### config.mk
export PLATFORM = sky130hd
export DESIGN_NAME = imu_spi_responder
export DESIGN_NICKNAME = d
export VERILOG_FILES = /design/src/rtl/imu_spi_pkg.sv /design/src/rtl/imu_spi_responder_shifter.sv /design/src/rtl/imu_spi_responder.sv
export SDC_FILE = /design/constraint.sdc
export NUM_CORES = 1
export LEC_CHECK = 0
export ABC_AREA = 0
export BUFFER_PORTS_ARGS = -buffer_cell sky130_fd_sc_hd__buf_2
export CORE_MARGIN = 2
export CORE_UTILIZATION = 50
export CTS_BUF_LIST = sky130_fd_sc_hd__clkbuf_4
export DETAILED_ROUTE_END_ITERATION = 8
export PLACE_DENSITY = 0.65
export SLEW_MARGIN = 15
export SYNTH_ARGS = -nofsm -noshare
export SYNTH_HDL_FRONTEND = slang
export SYNTH_HIERARCHICAL = 1
export SYNTH_SLANG_ARGS = --single-unit
### constraint.sdc
create_clock -name clk -period 3.3 [get_ports clk]
set_clock_uncertainty 0.05 [all_clocks]
set_input_delay 0.33 -clock clk [delete_from_list [all_inputs] [get_ports clk]]
set_output_delay 0.33 -clock clk [all_outputs]
set_load 0.01 [all_outputs]
### src/rtl/imu_spi_pkg.sv
// Shared constants for the IMU SPI responder: FSM encoding, default register
// addresses and the offsets of the 12 sensor-data bytes.
package imu_spi_pkg;

  typedef enum logic [1:0] {
    ST_IDLE = 2'd0,
    ST_CMD  = 2'd1,
    ST_DATA = 2'd2
  } spi_state_e;

  localparam logic [6:0] DEF_WHO_AM_I_ADDR   = 7'h75;
  localparam logic [7:0] DEF_WHO_AM_I_VALUE  = 8'h47;
  localparam logic [6:0] DEF_DATA_BASE_ADDR  = 7'h1F;
  localparam logic [6:0] DEF_INT_STATUS_ADDR = 7'h3A;
  localparam logic [6:0] DEF_SCRATCH_ADDR    = 7'h6B;

  localparam logic [6:0] NUM_DATA_REGS = 7'd12;

  localparam logic [3:0] OFF_AX_H = 4'd0;
  localparam logic [3:0] OFF_AX_L = 4'd1;
  localparam logic [3:0] OFF_AY_H = 4'd2;
  localparam logic [3:0] OFF_AY_L = 4'd3;
  localparam logic [3:0] OFF_AZ_H = 4'd4;
  localparam logic [3:0] OFF_AZ_L = 4'd5;
  localparam logic [3:0] OFF_GX_H = 4'd6;
  localparam logic [3:0] OFF_GX_L = 4'd7;
  localparam logic [3:0] OFF_GY_H = 4'd8;
  localparam logic [3:0] OFF_GY_L = 4'd9;
  localparam logic [3:0] OFF_GZ_H = 4'd10;
  localparam logic [3:0] OFF_GZ_L = 4'd11;

endpackage

### src/rtl/imu_spi_responder_shifter.sv
// SPI mode-3 bit engine: synchronises the SPI pins into clk, detects edges,
// assembles received bytes and shifts the transmit byte out MSB first.
module spi_slave_shifter (
  input  logic       clk,
  input  logic       resetn,
  input  logic       spi_clk,
  input  logic       spi_cs,
  input  logic       spi_mosi,
  input  logic [7:0] tx_byte,
  output logic       cs_high,
  output logic       cs_fall,
  output logic       cs_rise,
  output logic       byte_done,
  output logic [7:0] rx_byte,
  output logic       miso_bit
);

  logic       sclk_meta_r, sclk_sync_r, sclk_prev_r;
  logic       cs_meta_r, cs_sync_r, cs_prev_r;
  logic       mosi_meta_r, mosi_sync_r;
  logic [2:0] bit_cnt_r;
  logic [6:0] rx_shift_r;
  logic [7:0] tx_shift_r;
  logic       miso_r;
  logic       sclk_rise_s, sclk_fall_s;

  assign sclk_rise_s = sclk_sync_r & ~sclk_prev_r;
  assign sclk_fall_s = ~sclk_sync_r & sclk_prev_r;
  assign cs_high     = cs_sync_r;
  assign cs_fall     = ~cs_sync_r & cs_prev_r;
  assign cs_rise     = cs_sync_r & ~cs_prev_r;
  // The 8th rising edge completes a byte; the live MOSI bit is its LSB.
  assign byte_done   = ~cs_sync_r & sclk_rise_s & (bit_cnt_r == 3'd7);
  assign rx_byte     = {rx_shift_r, mosi_sync_r};
  assign miso_bit    = miso_r;

  // Synchronisers, bit counter and rx/tx shift registers.
  always_ff @(posedge clk) begin
    if (!resetn) begin
      sclk_meta_r <= 1'b1;
      sclk_sync_r <= 1'b1;
      sclk_prev_r <= 1'b1;
      cs_meta_r   <= 1'b1;
      cs_sync_r   <= 1'b1;
      cs_prev_r   <= 1'b1;
      mosi_meta_r <= 1'b0;
      mosi_sync_r <= 1'b0;
      bit_cnt_r   <= 3'd0;
      rx_shift_r  <= 7'd0;
      tx_shift_r  <= 8'd0;
      miso_r      <= 1'b0;
    end else begin
      sclk_meta_r <= spi_clk;
      sclk_sync_r <= sclk_meta_r;
      sclk_prev_r <= sclk_sync_r;
      cs_meta_r   <= spi_cs;
      cs_sync_r   <= cs_meta_r;
      cs_prev_r   <= cs_sync_r;
      mosi_meta_r <= spi_mosi;
      mosi_sync_r <= mosi_meta_r;
      if (cs_sync_r) begin
        bit_cnt_r  <= 3'd0;
        rx_shift_r <= 7'd0;
        tx_shift_r <= 8'd0;
        miso_r     <= 1'b0;
      end else if (sclk_rise_s) begin
        rx_shift_r <= {rx_shift_r[5:0], mosi_sync_r};
        bit_cnt_r  <= bit_cnt_r + 3'd1;
        if (bit_cnt_r == 3'd7) begin
          tx_shift_r <= tx_byte;
        end
      end else if (sclk_fall_s) begin
        miso_r     <= tx_shift_r[7];
        tx_shift_r <= {tx_shift_r[6:0], 1'b0};
      end
    end
  end

endmodule

### src/rtl/imu_spi_responder.sv
// IMU-style SPI responder: command/data FSM, register map with one writable
// scratch byte, and a counter-based sensor model with coherent snapshots.
module imu_spi_responder
  import imu_spi_pkg::*;
#(
  parameter logic [6:0] WHO_AM_I_ADDR   = DEF_WHO_AM_I_ADDR,
  parameter logic [7:0] WHO_AM_I_VALUE  = DEF_WHO_AM_I_VALUE,
  parameter logic [6:0] DATA_BASE_ADDR  = DEF_DATA_BASE_ADDR,
  parameter logic [6:0] INT_STATUS_ADDR = DEF_INT_STATUS_ADDR,
  parameter logic [6:0] SCRATCH_ADDR    = DEF_SCRATCH_ADDR
) (
  input  logic clk,
  input  logic resetn,
  input  logic sample_trigger,
  input  logic spi_clk,
  input  logic spi_cs,
  input  logic spi_mosi,
  output logic spi_miso,
  output logic imu_int
);

  spi_state_e  state_r, state_nx_s;
  logic        cs_high_s, cs_fall_s, cs_rise_s, byte_done_s, shift_miso_s;
  logic [7:0]  rx_byte_s, tx_byte_s, reg_rd_s;
  logic [6:0]  rd_addr_s, off_s, addr_r;
  logic        rd_en_s, miso_nx_s, update_s;
  logic        is_read_r, int_armed_r, int_read_r, pending_r, imu_int_r, spi_miso_r;
  logic [7:0]  scratch_r;
  logic [15:0] gx_r, gy_r, gz_r, ax_r, ay_r, az_r, gx_nx_s;

  spi_slave_shifter u_shifter (
    .clk       (clk),
    .resetn    (resetn),
    .spi_clk   (spi_clk),
    .spi_cs    (spi_cs),
    .spi_mosi  (spi_mosi),
    .tx_byte   (tx_byte_s),
    .cs_high   (cs_high_s),
    .cs_fall   (cs_fall_s),
    .cs_rise   (cs_rise_s),
    .byte_done (byte_done_s),
    .rx_byte   (rx_byte_s),
    .miso_bit  (shift_miso_s)
  );

  // FSM state register.
  always_ff @(posedge clk) begin
    if (!resetn) state_r <= ST_IDLE;
    else         state_r <= state_nx_s;
  end

  // FSM next-state logic; a high chip select always returns to idle.
  always_comb begin
    state_nx_s = state_r;
    case (state_r)
      ST_IDLE: if (cs_fall_s)   state_nx_s = ST_CMD;  else state_nx_s = ST_IDLE;
      ST_CMD:  if (cs_high_s)   state_nx_s = ST_IDLE;
               else if (byte_done_s) state_nx_s = ST_DATA;
               else             state_nx_s = ST_CMD;
      ST_DATA: if (cs_high_s)   state_nx_s = ST_IDLE; else state_nx_s = ST_DATA;
      default: state_nx_s = ST_IDLE;
    endcase
  end

  // FSM outputs: which address feeds the transmitter and the gated MISO.
  always_comb begin
    rd_addr_s = addr_r;
    rd_en_s   = 1'b0;
    if (state_r == ST_CMD) begin
      rd_addr_s = rx_byte_s[6:0];
      rd_en_s   = rx_byte_s[7];
    end else if (state_r == ST_DATA) begin
      rd_addr_s = addr_r;
      rd_en_s   = is_read_r;
    end else begin
      rd_addr_s = addr_r;
      rd_en_s   = 1'b0;
    end
    tx_byte_s = rd_en_s ? reg_rd_s : 8'h00;
    miso_nx_s = ((state_r == ST_DATA) && !cs_high_s) ? shift_miso_s : 1'b0;
  end

  // Register map read decode.
  always_comb begin
    off_s    = rd_addr_s - DATA_BASE_ADDR;
    reg_rd_s = 8'h00;
    if (rd_addr_s == WHO_AM_I_ADDR)        reg_rd_s = WHO_AM_I_VALUE;
    else if (rd_addr_s == INT_STATUS_ADDR) reg_rd_s = {7'b0, imu_int_r};
    else if (rd_addr_s == SCRATCH_ADDR)    reg_rd_s = scratch_r;
    else if (off_s < NUM_DATA_REGS) begin
      case (off_s[3:0])
        OFF_AX_H: reg_rd_s = ax_r[15:8];
        OFF_AX_L: reg_rd_s = ax_r[7:0];
        OFF_AY_H: reg_rd_s = ay_r[15:8];
        OFF_AY_L: reg_rd_s = ay_r[7:0];
        OFF_AZ_H: reg_rd_s = az_r[15:8];
        OFF_AZ_L: reg_rd_s = az_r[7:0];
        OFF_GX_H: reg_rd_s = gx_r[15:8];
        OFF_GX_L: reg_rd_s = gx_r[7:0];
        OFF_GY_H: reg_rd_s = gy_r[15:8];
        OFF_GY_L: reg_rd_s = gy_r[7:0];
        OFF_GZ_H: reg_rd_s = gz_r[15:8];
        OFF_GZ_L: reg_rd_s = gz_r[7:0];
        default:  reg_rd_s = 8'h00;
      endcase
    end else reg_rd_s = 8'h00;
  end

  // Transaction bookkeeping: address pointer, scratch writes, status-read tracking.
  // In read mode addr_r names the next byte to load; in write mode the byte being received.
  always_ff @(posedge clk) begin
    if (!resetn) begin
      addr_r      <= 7'd0;
      is_read_r   <= 1'b0;
      int_armed_r <= 1'b0;
      int_read_r  <= 1'b0;
      scratch_r   <= 8'h00;
      spi_miso_r  <= 1'b0;
    end else begin
      spi_miso_r <= miso_nx_s;
      if (state_r == ST_IDLE) begin
        int_armed_r <= 1'b0;
        int_read_r  <= 1'b0;
      end else if ((state_r == ST_CMD) && byte_done_s) begin
        is_read_r   <= rx_byte_s[7];
        addr_r      <= rx_byte_s[7] ? rx_byte_s[6:0] + 7'd1 : rx_byte_s[6:0];
        int_armed_r <= rx_byte_s[7] && (rx_byte_s[6:0] == INT_STATUS_ADDR);
      end else if ((state_r == ST_DATA) && byte_done_s) begin
        addr_r <= addr_r + 7'd1;
        if (!is_read_r && (addr_r == SCRATCH_ADDR)) scratch_r <= rx_byte_s;
        if (int_armed_r) int_read_r <= 1'b1;
        int_armed_r <= is_read_r && (addr_r == INT_STATUS_ADDR);
      end
    end
  end

  assign update_s = (sample_trigger | pending_r) & cs_high_s;
  assign gx_nx_s  = gx_r + 16'd1;

  // Sensor model and interrupt; updates wait for chip select high, and win over a clear.
  always_ff @(posedge clk) begin
    if (!resetn) begin
      gx_r <= 16'd0; gy_r <= 16'd0; gz_r <= 16'd0;
      ax_r <= 16'd0; ay_r <= 16'd0; az_r <= 16'd0;
      pending_r <= 1'b0;
      imu_int_r <= 1'b0;
    end else begin
      pending_r <= (sample_trigger | pending_r) & ~cs_high_s;
      if (update_s) begin
        gx_r <= gx_nx_s;
        gy_r <= gx_nx_s + 16'd1;
        gz_r <= gx_nx_s + 16'd2;
        ax_r <= gx_nx_s + 16'd3;
        ay_r <= gx_nx_s + 16'd4;
        az_r <= gx_nx_s + 16'd5;
        imu_int_r <= 1'b1;
      end else if (cs_rise_s && int_read_r) begin
        imu_int_r <= 1'b0;
      end
    end
  end

  assign spi_miso = spi_miso_r;
  assign imu_int  = imu_int_r;

endmodule

After elaboration in Yosys (flattened, before gate mapping)
Index checks and enable logic that the tools add are counted.

storage, ports and cells
  register bits after elaboration = 146
  output and inout port bits = 2
  logic and storage cells = 123

cells by class
  add/subtract/negate cells = 10
  magnitude comparators = 1
  equality and inequality tests = 21
  mux-type cells = 24
  bitwise operators = 17
  reductions and logical operators = 23

operators by type and width
  cell                                                                    count
  8-bit case mux with 12 select lines                                     1
  8-bit two-way mux                                                       8
  16-bit by 1-bit adder with 16-bit output (second input constant)        2
  16-bit by 2-bit adder with 16-bit output (second input constant)        2
  16-bit by 3-bit adder with 16-bit output (second input constant)        2
  7-bit two-way mux                                                       4
  7-bit by 6-bit equality test with 1-bit output (second input constant)  3
  7-bit equality test (second input constant)                             3
  4-bit by 3-bit equality test with 1-bit output (second input constant)  4
  4-bit equality test (second input constant)                             4
  7-bit by 1-bit adder with 7-bit output (second input constant)          2
  2-bit AND reduction                                                     5
  1-bit AND                                                               8
  4-bit by 2-bit equality test with 1-bit output (second input constant)  2
  1-bit NOT                                                               8
  1-bit logical AND                                                       7
  7-bit by 4-bit < comparator with 1-bit output (second input constant)   1
  1-bit two-way mux                                                       7
  7-bit by 5-bit subtractor with 7-bit output (second input constant)     1
  2-bit two-way mux                                                       3
  2-bit case mux with 3 select lines                                      1
  2-bit nonzero test                                                      3
  4-bit by 1-bit equality test with 1-bit output (second input constant)  1
  4-bit logical NOT                                                       1
  11 further kinds                                                        13

Longest topological paths before layout
Gate-level depths: netlist (run 1).

  depth in word-level cells = 12
  mapped depth = 12

Modules after synthesis
The synthesis (run 1) kept the hierarchy.

modules (own cells, without submodules)
  module             instances  cells an instance  area an instance (sq um)  sequential area each (sq um)
  imu_spi_responder  1          911                7145.6                    2262.2
  spi_slave_shifter  1          102                1034.7                    540.5

Least setup slack after synthesis (run 1)
OpenSTA, ideal clock, no wires.

  path type = reg-to-reg
  start = register gx_r[0]
  end = register gy_r[15]
  library setup time = 0.122 ns
  data arrival time = 2.828 ns
  required time = 3.128 ns
  setup slack = 0.300 ns
  cell stages (with the launch flop) = 12
  buffers on the path = 2
  clock period less this slack = 3.000 ns
  cell sequence = dfxtp_1 -> buf_2 -> inv_1 -> ha_1 -> clkbuf_1 -> inv_1 -> ha_1 -> nor2b_1 -> or4b_4 -> nor3_1 -> nor2_1 -> a221o_1

on the way
  longest elaborated chain between the ends = 2

ends and longest elaborated chain
  item                                      RTL line                  RTL
  from (decl)                               imu_spi_responder.sv:29   logic [15:0] gx_r, gy_r, gz_r, ax_r, ay_r, az_r, gx_nx_s;
  from (signal assigned)                    imu_spi_responder.sv:150  gx_r <= gx_nx_s;
  16-bit by 1-bit adder with 16-bit output  imu_spi_responder.sv:138  assign gx_nx_s = gx_r + 16'd1;
  via gx_nx_s[0]                            imu_spi_responder.sv:29
  16-bit by 1-bit adder with 16-bit output  imu_spi_responder.sv:151  gy_r <= gx_nx_s + 16'd1;
  to (signal assigned)                      imu_spi_responder.sv:151
  to (decl)                                 imu_spi_responder.sv:29

The timed path passes the listed nets, and every way through them passes these cells.
A chain may end at the register's enable or synchronous reset.

Final worst setup path (run 1)
  start = register gx_r[4]
  end = register gz_r[15]

on the way
  longest elaborated chain between the ends = 2

ends and longest elaborated chain
  item                                      RTL line                  RTL
  16-bit by 1-bit adder with 16-bit output  imu_spi_responder.sv:138
  16-bit by 2-bit adder with 16-bit output  imu_spi_responder.sv:152  gz_r <= gx_nx_s + 16'd2;
  to (signal assigned)                      imu_spi_responder.sv:152
  to (decl)                                 imu_spi_responder.sv:29

Every way passes these cells.

==> results.sh, run 1 <==
export IMPL_avgViaCountPerCell=5.92
export IMPL_endpoint_kind="flop"
export IMPL_post_route_period_util_pct=96.0
export IMPL_min_delay_start="resetn"
export IMPL_grt_use_met2_pct=46.5
export IMPL_synthCells=1013
export IMPL_drive_gt1_share_pct=12.4
export IMPL_rows=46
export IMPL_numPortBuffers=7
export IMPL_final_net_count=1043
export IMPL_post_cts_setup_buffers=0
export IMPL_relSlewSlack_pct=14.7
export IMPL_die_w_um=132
export IMPL_start_kind="flop"
export IMPL_rrSetupSlack_ns=0.13
export IMPL_wl_per_cell_um=19.3
export IMPL_yosysMostFrequentCell="nand2_1"
export IMPL_cp_slowest_cell="dfxtp_1"
export IMPL_max_stage_delay_ns=0.73
export IMPL_critical_path_arrival_ns=3.59
export IMPL_yosysUniqueCellTypes=85
export IMPL_vias=7417
export IMPL_clk_pin_slew_ns=0.14
export IMPL_worstPathMaxFanout=13
export IMPL_core_area_um2=15900
export IMPL_status="finished, final reports clean"
export IMPL_synth_top_flop_cell="dfxtp_1"
export IMPL_cts_htree_levels=4
export IMPL_hold_path_class="input pin to flop"
export IMPL_ys_warn_count=6
export IMPL_synthTopCellsByArea="dfxtp_1 34%, nand2_1 7.2%, xnor2_1 5.9%"
export IMPL_required_ns=3.72
export IMPL_ys_ff_latch=140
export IMPL_fmax_mhz=316
export IMPL_cts_sinks=140
export IMPL_syn_nets=1034
export IMPL_r2r_start="gx_r[4]"
export IMPL_hold_violations=0
export IMPL_whs_endpoint="gz_r[2]"
export IMPL_dp_hpwl_um=17500
export IMPL_cts_tree="yes"
export IMPL_synth_cell_area_um2=8180
export IMPL_clock_path_buffers=2
export IMPL_drt_total_wl_um=24200
export IMPL_critPathLaunch="gx_r[4]"
export IMPL_tns_ns=0
export IMPL_async_flop_share_pct=0
export IMPL_ir_worst_vdd_mv=0.309
export IMPL_area_growth_syn_to_layout_pct=8.41
export IMPL_drv_slew=0
export IMPL_min_path_cells=3
export IMPL_r2r_cells=7
export IMPL_setup_viol=0
export IMPL_die_h_um=132
export IMPL_grt_max_degree=61
export IMPL_drc=0
export IMPL_worst_hold_slack_ns=0.244
export IMPL_cts_resized=0
export IMPL_drtAntennaViolNets=0
export IMPL_yosysTopAreaCell="dfxtp_1"
export IMPL_crit_chain="a21boi_1, o22ai_2, or3_4, or4b_1, nor3_2, nor2_1, a221o_1"
export IMPL_yosysSeqAreaShare_pct=34.3
export IMPL_path_class="flop to flop"
export IMPL_grt_busiest_layer="met2"
export IMPL_r2r_end="gz_r[15]"
export IMPL_cts_hold_buf=4
export IMPL_firstDrtPassIters=7
export IMPL_synth_commonest_cells="158 x nand2_1, 140 x dfxtp_1, 65 x nor2_1"
export IMPL_io_pins=8
export IMPL_leakage_nw=3.21
export IMPL_grt_pass1_wl_um=38900
export IMPL_cap_violations=0
export IMPL_cts_root_buf="clkbuf_4"
export IMPL_gp_congestion=0.971
export IMPL_p_per_area_nw_per_um2=348
export IMPL_grt_usage_pct=28.3
export IMPL_use_met3_pct=4.88
export IMPL_synth_edf_count=0
export IMPL_tightest_slew_ns=1.27
export IMPL_grt_pass1_vias=6935
export IMPL_period_needed_ns=3.17
export IMPL_fill_cells=1510
export IMPL_rsz0062_at_grt="false"
export IMPL_synth_top_area_share_pct=34.3
export IMPL_avgSynthCellArea_um2=8.08
export IMPL_grt_use_met1_pct=37.2
export IMPL_insertion_delay_ns=0.57
export IMPL_dr_first_iter_drc_count=732
export IMPL_overflow=0
export IMPL_antenna_found_initial=1
export IMPL_initial_core_util_pct=51.3
export IMPL_numCtsBuffers=17
export IMPL_die_area_um2=17400
==> flip-flops by register name, summed over array words and instances (netlist names), 2 cells and up <==
name and flops:
u_shifter/bit_cnt_r 3, scratch_r 8, gx_r 16, gy_r 16, ay_r 14, u_shifter/rx_shift_r 7
az_r 14, u_shifter/tx_shift_r 8, addr_r 7, ax_r 15, gz_r 15, state_r 2
==> stage by stage <==
stage	worst slack, ns	area [um^2]	std cells	util, %	power, mW
2_1_floorplan	0.300	8180	1013	-	1.90
3_3_place_gp	0.232	8550	1215	53.6	1.98
3_5_place_dp	0.200	8550	1215	53.6	1.98
4_1_cts	0.177	8870	1251	55.6	3.10
5_1_grt	0.00367	8870	1252	55.6	3.21
6_report	0.132	8870	1252	55.6	3.08
==> worst max-delay path by stage <==
stage,end,slack [ns],depth (start not counted)
final,gz_r[15],0.13,7
after global routing,gz_r[15],0.004,7
after CTS,gz_r[15],0.18,7
after detailed placement,gz_r[15],0.20,7
after global placement,gz_r[15],0.23,7
after floorplan,gy_r[15],0.30,11
==> kinds of logic after synthesis <==
family                     Yosys count  synth area share (%)
AOI/OAI and AO/OA                  252                  21.6
buffers and inverters               86                  4.76
xor gates and xnor gates            68                  7.46
and+or+nand+nor                    428                  26.6
muxes                               24                  3.03
DFF                                140                  34.3
adders and majority gates           15                  2.29
==> cells in the final DEF (no fill, tap or decap), types with 6 or more instances in the layout <==
| master | count |
|---|---|
| o21ai_1 | 8 |
| nand2_1 | 158 |
| xnor2_1 | 55 |
| buf_4 | 49 |
| inv_6 | 7 |
| and2_1 | 44 |
| a221oi_1 | 8 |
| nand3_1 | 37 |
| o21ai_0 | 48 |
| buf_2 | 7 |
| nor2_1 | 65 |
| nor3_1 | 20 |
| dfxtp_1 | 140 |
| o311ai_1 | 7 |
| mux2i_1 | 18 |
| a32oi_1 | 8 |
| clkbuf_4 | 17 |
| a21boi_0 | 19 |
| nand2b_1 | 9 |
| a21oi_1 | 40 |
| nor2b_1 | 18 |
| inv_1 | 15 |
| o221a_2 | 7 |
| xor2_1 | 11 |
| or3_1 | 6 |
| a31oi_1 | 10 |
| ha_1 | 15 |
| nand4_1 | 11 |
| or2_2 | 6 |
| o21a_1 | 13 |
| a221o_1 | 10 |
| nor4_1 | 6 |
| o22ai_1 | 7 |
| a22oi_1 | 13 |
==> worst max-delay path: cells and delay by family, from the launching register on <==
| family | cells | cell delay (ns) |
|---|---|---|
| simple gates | 4 | 1.43 |
| flops | 1 | 0.73 |
| compound gates | 3 | 0.85 |
==> layout make-up <==
type                            count  area (um^2)  share of cell area (%)
Antenna cell                        1         2.50                  0.0282
Clock buffer                       17          128                    1.44
Clock inverter                     15          150                    1.69
Inverter                           16         60.1                   0.677
Multi-Input combinational cell    787         5010                    56.5
Sequential cell                   140         2800                    31.6
Tap cell                          216          270                    3.05
Timing Repair Buffer               60          443                    4.99
==> report_power, final <==
group	switching, mW	total [mW]	leakage [nW]	internal [mW]
clock network	0.734	1.13	0.145	0.399
logic	0.150	0.223	1.94	0.0726
registers	0.0157	1.73	1.13	1.71
total	0.900	3.08	3.21	2.18
==> layer usage <==
layer | part of all wire, % | vias up
li1 | - | 3643
met1 | 45 | 3506
met2 | 47 | 214
met3 | 4.5 | 54
met4 | 3.7 | 0
met5 | 0 | -
Note: power is estimated with default switching activity, not from simulation.
==> inputs of run 2 (changes only) <==
==> constraint.sdc (replaced) <==
create_clock -name clk -period 3.64 [get_ports clk]
set_clock_uncertainty 0.05 [all_clocks]
set_input_delay 0.364 -clock clk [delete_from_list [all_inputs] [get_ports clk]]
set_output_delay 0.364 -clock clk [all_outputs]
set_load 0.01 [all_outputs]
==> results.sh, run 2 (synthesized netlist as in run 1, its figures left out) <==
export IMPL_cp_top_family="simple AND/OR/NAND/NOR gates"
export IMPL_firstDrtPassIters=6
export IMPL_final_net_count=1024
export IMPL_worst_hold_slack_ns=0.0549
export IMPL_clock_path_buffers=2
export IMPL_fill_cells=1572
export IMPL_p_per_area_nw_per_um2=317
export IMPL_largestRegisters="gx_r: 16 flops, gy_r: 16 flops"
export IMPL_dpl_cell_count=1196
export IMPL_overflow=0
export IMPL_power_total_mw=2.76
export IMPL_vias=7414
export IMPL_initial_core_util_pct=51.3
export IMPL_crit_cells=9
export IMPL_r2r_cells=9
export IMPL_critical_path_arrival_ns=3.98
export IMPL_cts_htree_levels=4
export IMPL_fin_util_pct=54.7
export IMPL_hold_path_class="input pin to flop"
export IMPL_finalNonFillerCells=1232
export IMPL_max_stage_delay_ns=0.58
export IMPL_dp_hpwl_um=17300
export IMPL_fin_area_um2=8730
export IMPL_die_h_um=132
export IMPL_path_buf_inv=0
export IMPL_post_place_ws_ns=0.220
export IMPL_grt_pass1_vias=7054
export IMPL_ir_worst_vdd_mv=0.215
export IMPL_final_cell_mix="158 x nand2_1, 140 x dfxtp_1, 65 x nor2_1"
export IMPL_rows=46
export IMPL_gp_congestion=0.895
export IMPL_hold_violations=0
export IMPL_drv_slew=0
export IMPL_placed_cell_area_um2=8410
export IMPL_die_area_um2=17400
export IMPL_area_growth_syn_to_layout_pct=6.70
export IMPL_rsz0062_at_grt="false"
export IMPL_cts_tree="yes"
export IMPL_avgViaCountPerCell=6.02
export IMPL_dr_first_iter_drc_count=677
export IMPL_tightest_slew_ns=1.11
export IMPL_antenna_found_initial=0
export IMPL_leakage_nw=3.12
export IMPL_numPortBuffers=7
export IMPL_path_class="flop to flop"
export IMPL_setup_viol=0
export IMPL_post_route_period_util_pct=95.3
export IMPL_cts_sinks=140
export IMPL_drc=0
export IMPL_insertedDiodeCount=0
export IMPL_wl_per_cell_um=19.6
export IMPL_cts_root_buf="clkbuf_4"
export IMPL_clk_pin_slew_ns=0.15
export IMPL_relSlewSlack_pct=25.2
export IMPL_grt_pass1_wl_um=38800
export IMPL_insertion_delay_ns=0.60
export IMPL_die_w_um=132
export IMPL_grt_usage_pct=28.1
export IMPL_status="finished, final reports clean"
export IMPL_grt_max_degree=82
export IMPL_tns_ns=0
export IMPL_required_ns=4.15
export IMPL_drtAntennaViolNets=0
export IMPL_crit_chain="nand2b_1, mux2_2, nor3_1, a21boi_0, o21ai_1, or3_1, a31oi_1, o221a_2, o21a_1"
export IMPL_drt_total_wl_um=24100
export IMPL_layout_commonest_cell="nand2_1"
export IMPL_cp_slowest_cell="dfxtp_1"
export IMPL_worstPathMaxFanout=13
export IMPL_min_path_cells=2
export IMPL_fmax_mhz=288
export IMPL_period_needed_ns=3.47
export IMPL_cap_violations=0
export IMPL_postLayoutSetupSlackWorst_ns=0.170
export IMPL_io_pins=8
export IMPL_endpoint_kind="flop"
export IMPL_start_kind="flop"
export IMPL_drive_gt1_share_pct=10.9
export IMPL_core_area_um2=15900
export IMPL_numCtsBuffers=17
[run 2: path summary, 6_finish.rpt]
| path | start | end | slack, ns |
|---|---|---|---|
| max | state_r[1] | u_shifter/tx_shift_r[7] | 0.17 |
| max reg2reg | state_r[1] | u_shifter/tx_shift_r[7] | 0.17 |
| min | resetn | u_shifter/cs_meta_r | 0.05 |
| min reg2reg | u_shifter/sclk_meta_r | u_shifter/sclk_sync_r | 0.37 |
[run 2: layout make-up]
cell class	instances	area (um^2)	area share (%)
Clock buffer	17	128	1.46
Clock inverter	15	144	1.65
Inverter	16	60.1	0.688
Multi-Input combinational cell	787	5020	57.6
Sequential cell	140	2800	32.1
Tap cell	216	270	3.10
Timing Repair Buffer	41	300	3.44
[run 2: worst register-to-register path, cell delays in order (launching register included)]
cell	delay, ns
dfxtp_1	0.58
nand2b_1	0.50
mux2_2	0.47
nor3_1	0.48
a21boi_0	0.25
o21ai_1	0.17
or3_1	0.38
a31oi_1	0.24
o221a_2	0.22
o21a_1	0.10
[run 2: repair_timing]
action,in CTS,in global routing
resized for setup,0,2
endpoints found under the setup margin,0,12
hold endpoints to repair,4,0
hold buffers,4,0
buffers inserted,0,0
[run 2: power breakdown]
part           leakage, nW  switching, mW  internal [mW]
Sequential            1.13         0.0172           1.55
Clock                0.145          0.697          0.307
Combinational         1.84          0.131         0.0606
[run 2: layer usage]
layer,GRT usage [%],wire length (um)
met1,36.3,10400
met2,46.5,11400
met3,5.92,1650
met4,10.0,639
met5,0,0
==> inputs of run 3 (changes only) <==
--- a/config.mk
+++ b/config.mk
@@ -11,6 +11,7 @@
 export CORE_UTILIZATION = 50
 export CTS_BUF_LIST = sky130_fd_sc_hd__clkbuf_4
 export DETAILED_ROUTE_END_ITERATION = 8
+export HOLD_SLACK_MARGIN = 0.12
 export PLACE_DENSITY = 0.65
 export SLEW_MARGIN = 15
 export SYNTH_ARGS = -nofsm -noshare
==> results.sh, run 3 (synthesized netlist as in run 1, its figures left out) <==
export IMPL_status="finished, final reports clean"
export IMPL_leakage_nw=3.13
export IMPL_initial_core_util_pct=51.3
export IMPL_grt_pass1_vias=7066
export IMPL_p_sw_share_pct=30.6
export IMPL_cp_slowest_cell="dfxtp_1"
export IMPL_post_cts_setup_buffers=0
export IMPL_hold_violations=0
export IMPL_numCtsBuffers=17
export IMPL_intPower_mw=1.92
export IMPL_grt_use_met2_pct=46.6
export IMPL_fill_cells=1571
export IMPL_gp_congestion=0.895
export IMPL_area_growth_syn_to_layout_pct=6.94
export IMPL_switchingPower_uw=848
export IMPL_die_h_um=132
export IMPL_firstDrtPassIters=6
export IMPL_tightest_slew_ns=1.08
export IMPL_power_total_mw=2.77
export IMPL_grt_max_degree=82
export IMPL_worstPathMaxFanout=13
export IMPL_cts_root_buf="clkbuf_4"
export IMPL_clock_path_buffers=2
export IMPL_die_w_um=132
export IMPL_numPortBuffers=7
export IMPL_rows=46
export IMPL_largestRegisters="gx_r: 16 flops, gy_r: 16 flops"
export IMPL_dpl_cell_count=1196
export IMPL_ir_worst_vdd_mv=0.215
export IMPL_insertion_delay_ns=0.59
export IMPL_drt_total_wl_um=24100
export IMPL_critical_path_arrival_ns=3.98
export IMPL_grt_busiest_layer="met2"
export IMPL_setup_viol=0
export IMPL_rsz0062_at_grt="false"
export IMPL_cap_violations=0
export IMPL_layout_commonest_cell="nand2_1"
export IMPL_core_area_um2=15900
export IMPL_pwr_share_seq_pct=56.7
export IMPL_drive_gt1_share_pct=10.9
export IMPL_cts_htree_levels=4
export IMPL_avgViaCountPerCell=6.00
export IMPL_hold_path_class="flop to flop"
export IMPL_drtAntennaViolNets=0
export IMPL_period_needed_ns=3.47
export IMPL_fmax_mhz=288
export IMPL_endpoint_kind="flop"
export IMPL_grt_pass1_wl_um=38900
export IMPL_grt_use_met1_pct=36.3
export IMPL_required_ns=4.15
export IMPL_vias=7406
export IMPL_drc=0
export IMPL_tns_ns=0
export IMPL_finalNonFillerCells=1234
export IMPL_overflow=0
export IMPL_use_met3_pct=5.92
export IMPL_drv_slew=0
export IMPL_start_kind="flop"
export IMPL_die_area_um2=17400
export IMPL_relSlewSlack_pct=27.7
export IMPL_insertedDiodeCount=0
export IMPL_max_stage_delay_ns=0.57
export IMPL_io_pins=8
export IMPL_dr_first_iter_drc_count=670
export IMPL_wl_per_cell_um=19.6
export IMPL_grt_usage_pct=28.2
export IMPL_cts_sinks=140
export IMPL_clock_power_share_pct=36.3
export IMPL_final_cell_mix="158 x nand2_1, 140 x dfxtp_1, 65 x nor2_1"
export IMPL_final_net_count=1026
export IMPL_crit_chain="nand2b_1, mux2_2, nor3_1, a21boi_0, o21ai_1, or3_1, a31oi_1, o221a_2, o21a_1"
export IMPL_dp_hpwl_um=17300
export IMPL_p_per_area_nw_per_um2=317
export IMPL_clk_pin_slew_ns=0.15
export IMPL_pwr_share_comb_pct=7.0
export IMPL_post_route_period_util_pct=95.4
export IMPL_antenna_found_initial=0
export IMPL_path_class="flop to flop"
export IMPL_cts_tree="yes"
==> run 3: cell count changes in the layout (fill, tap and decap cells not counted) <==
cell           change
dlygate4sd3_1      +2
==> run 3: cell type report <==
cell class                 instances  area [um^2]  area share (%)
clock inverter                    15          144            1.64
clock buffer                      17          128            1.46
inverter                          16         60.1           0.686
multi-input combinational        787         5020            57.4
tap                              216          270            3.09
timing repair buffer              43          320            3.66
sequential                       140         2800            32.0
==> run 3: routing by layer <==
layer,vias up,wire [um]
met4,0,665
met2,261,11500
met5,-,0
met1,3487,10400
li1,3603,-
met3,55,1630
==> run 3: power by group through the flow <==
stage                     logic, mW  registers (mW)  clock network [mW]
final                         0.194            1.57                1.01
after global routing          0.210            1.57                1.09
after CTS                     0.190            1.57                1.02
after detailed placement      0.184            1.60                   0
after global placement        0.185            1.60                   0
after floorplan               0.130            1.60                   0
==> run 3: repair_timing <==
action | 4_1_cts | 5_1_grt
endpoints found under the hold margin | 9 | 0
setup endpoints to repair | 0 | 12
gates resized for setup | 0 | 2
hold buffers | 6 | 0
==> run 3: worst max-delay path, delay by kind of cell (launching register included) <==
kind             cells  cell delay, ns
AO/OA/AOI/OAI        5            0.98
flip-flops           1            0.57
multiplexers         1            0.46
AND/OR/NAND/NOR      3            1.37
==> run 3: metrics by stage <==
| step | hold WS [ns] | utilization (%) | worst slack [ns] | area, um^2 |
|---|---|---|---|---|
| 2_1_floorplan | 0.335 | - | 0.640 | 8180 |
| 3_3_place_gp | 0.337 | 52.7 | 0.321 | 8410 |
| 3_5_place_dp | 0.346 | 52.7 | 0.220 | 8410 |
| 4_1_cts | 0.374 | 54.8 | 0.194 | 8740 |
| 5_1_grt | 0.370 | 54.9 | 0.0317 | 8750 |
| 6_report | 0.369 | 54.9 | 0.169 | 8750 |
==> run 3: final timing paths <==
| kind | from | to | slack, ns | cells past startpoint |
|---|---|---|---|---|
| setup / recovery | state_r[1] | u_shifter/tx_shift_r[7] | 0.17 | 9 |
| hold / removal | u_shifter/sclk_meta_r | u_shifter/sclk_sync_r | 0.37 | 1 |
| setup reg to reg | state_r[1] | u_shifter/tx_shift_r[7] | 0.17 | 9 |
| hold reg to reg | u_shifter/sclk_meta_r | u_shifter/sclk_sync_r | 0.37 | 1 |
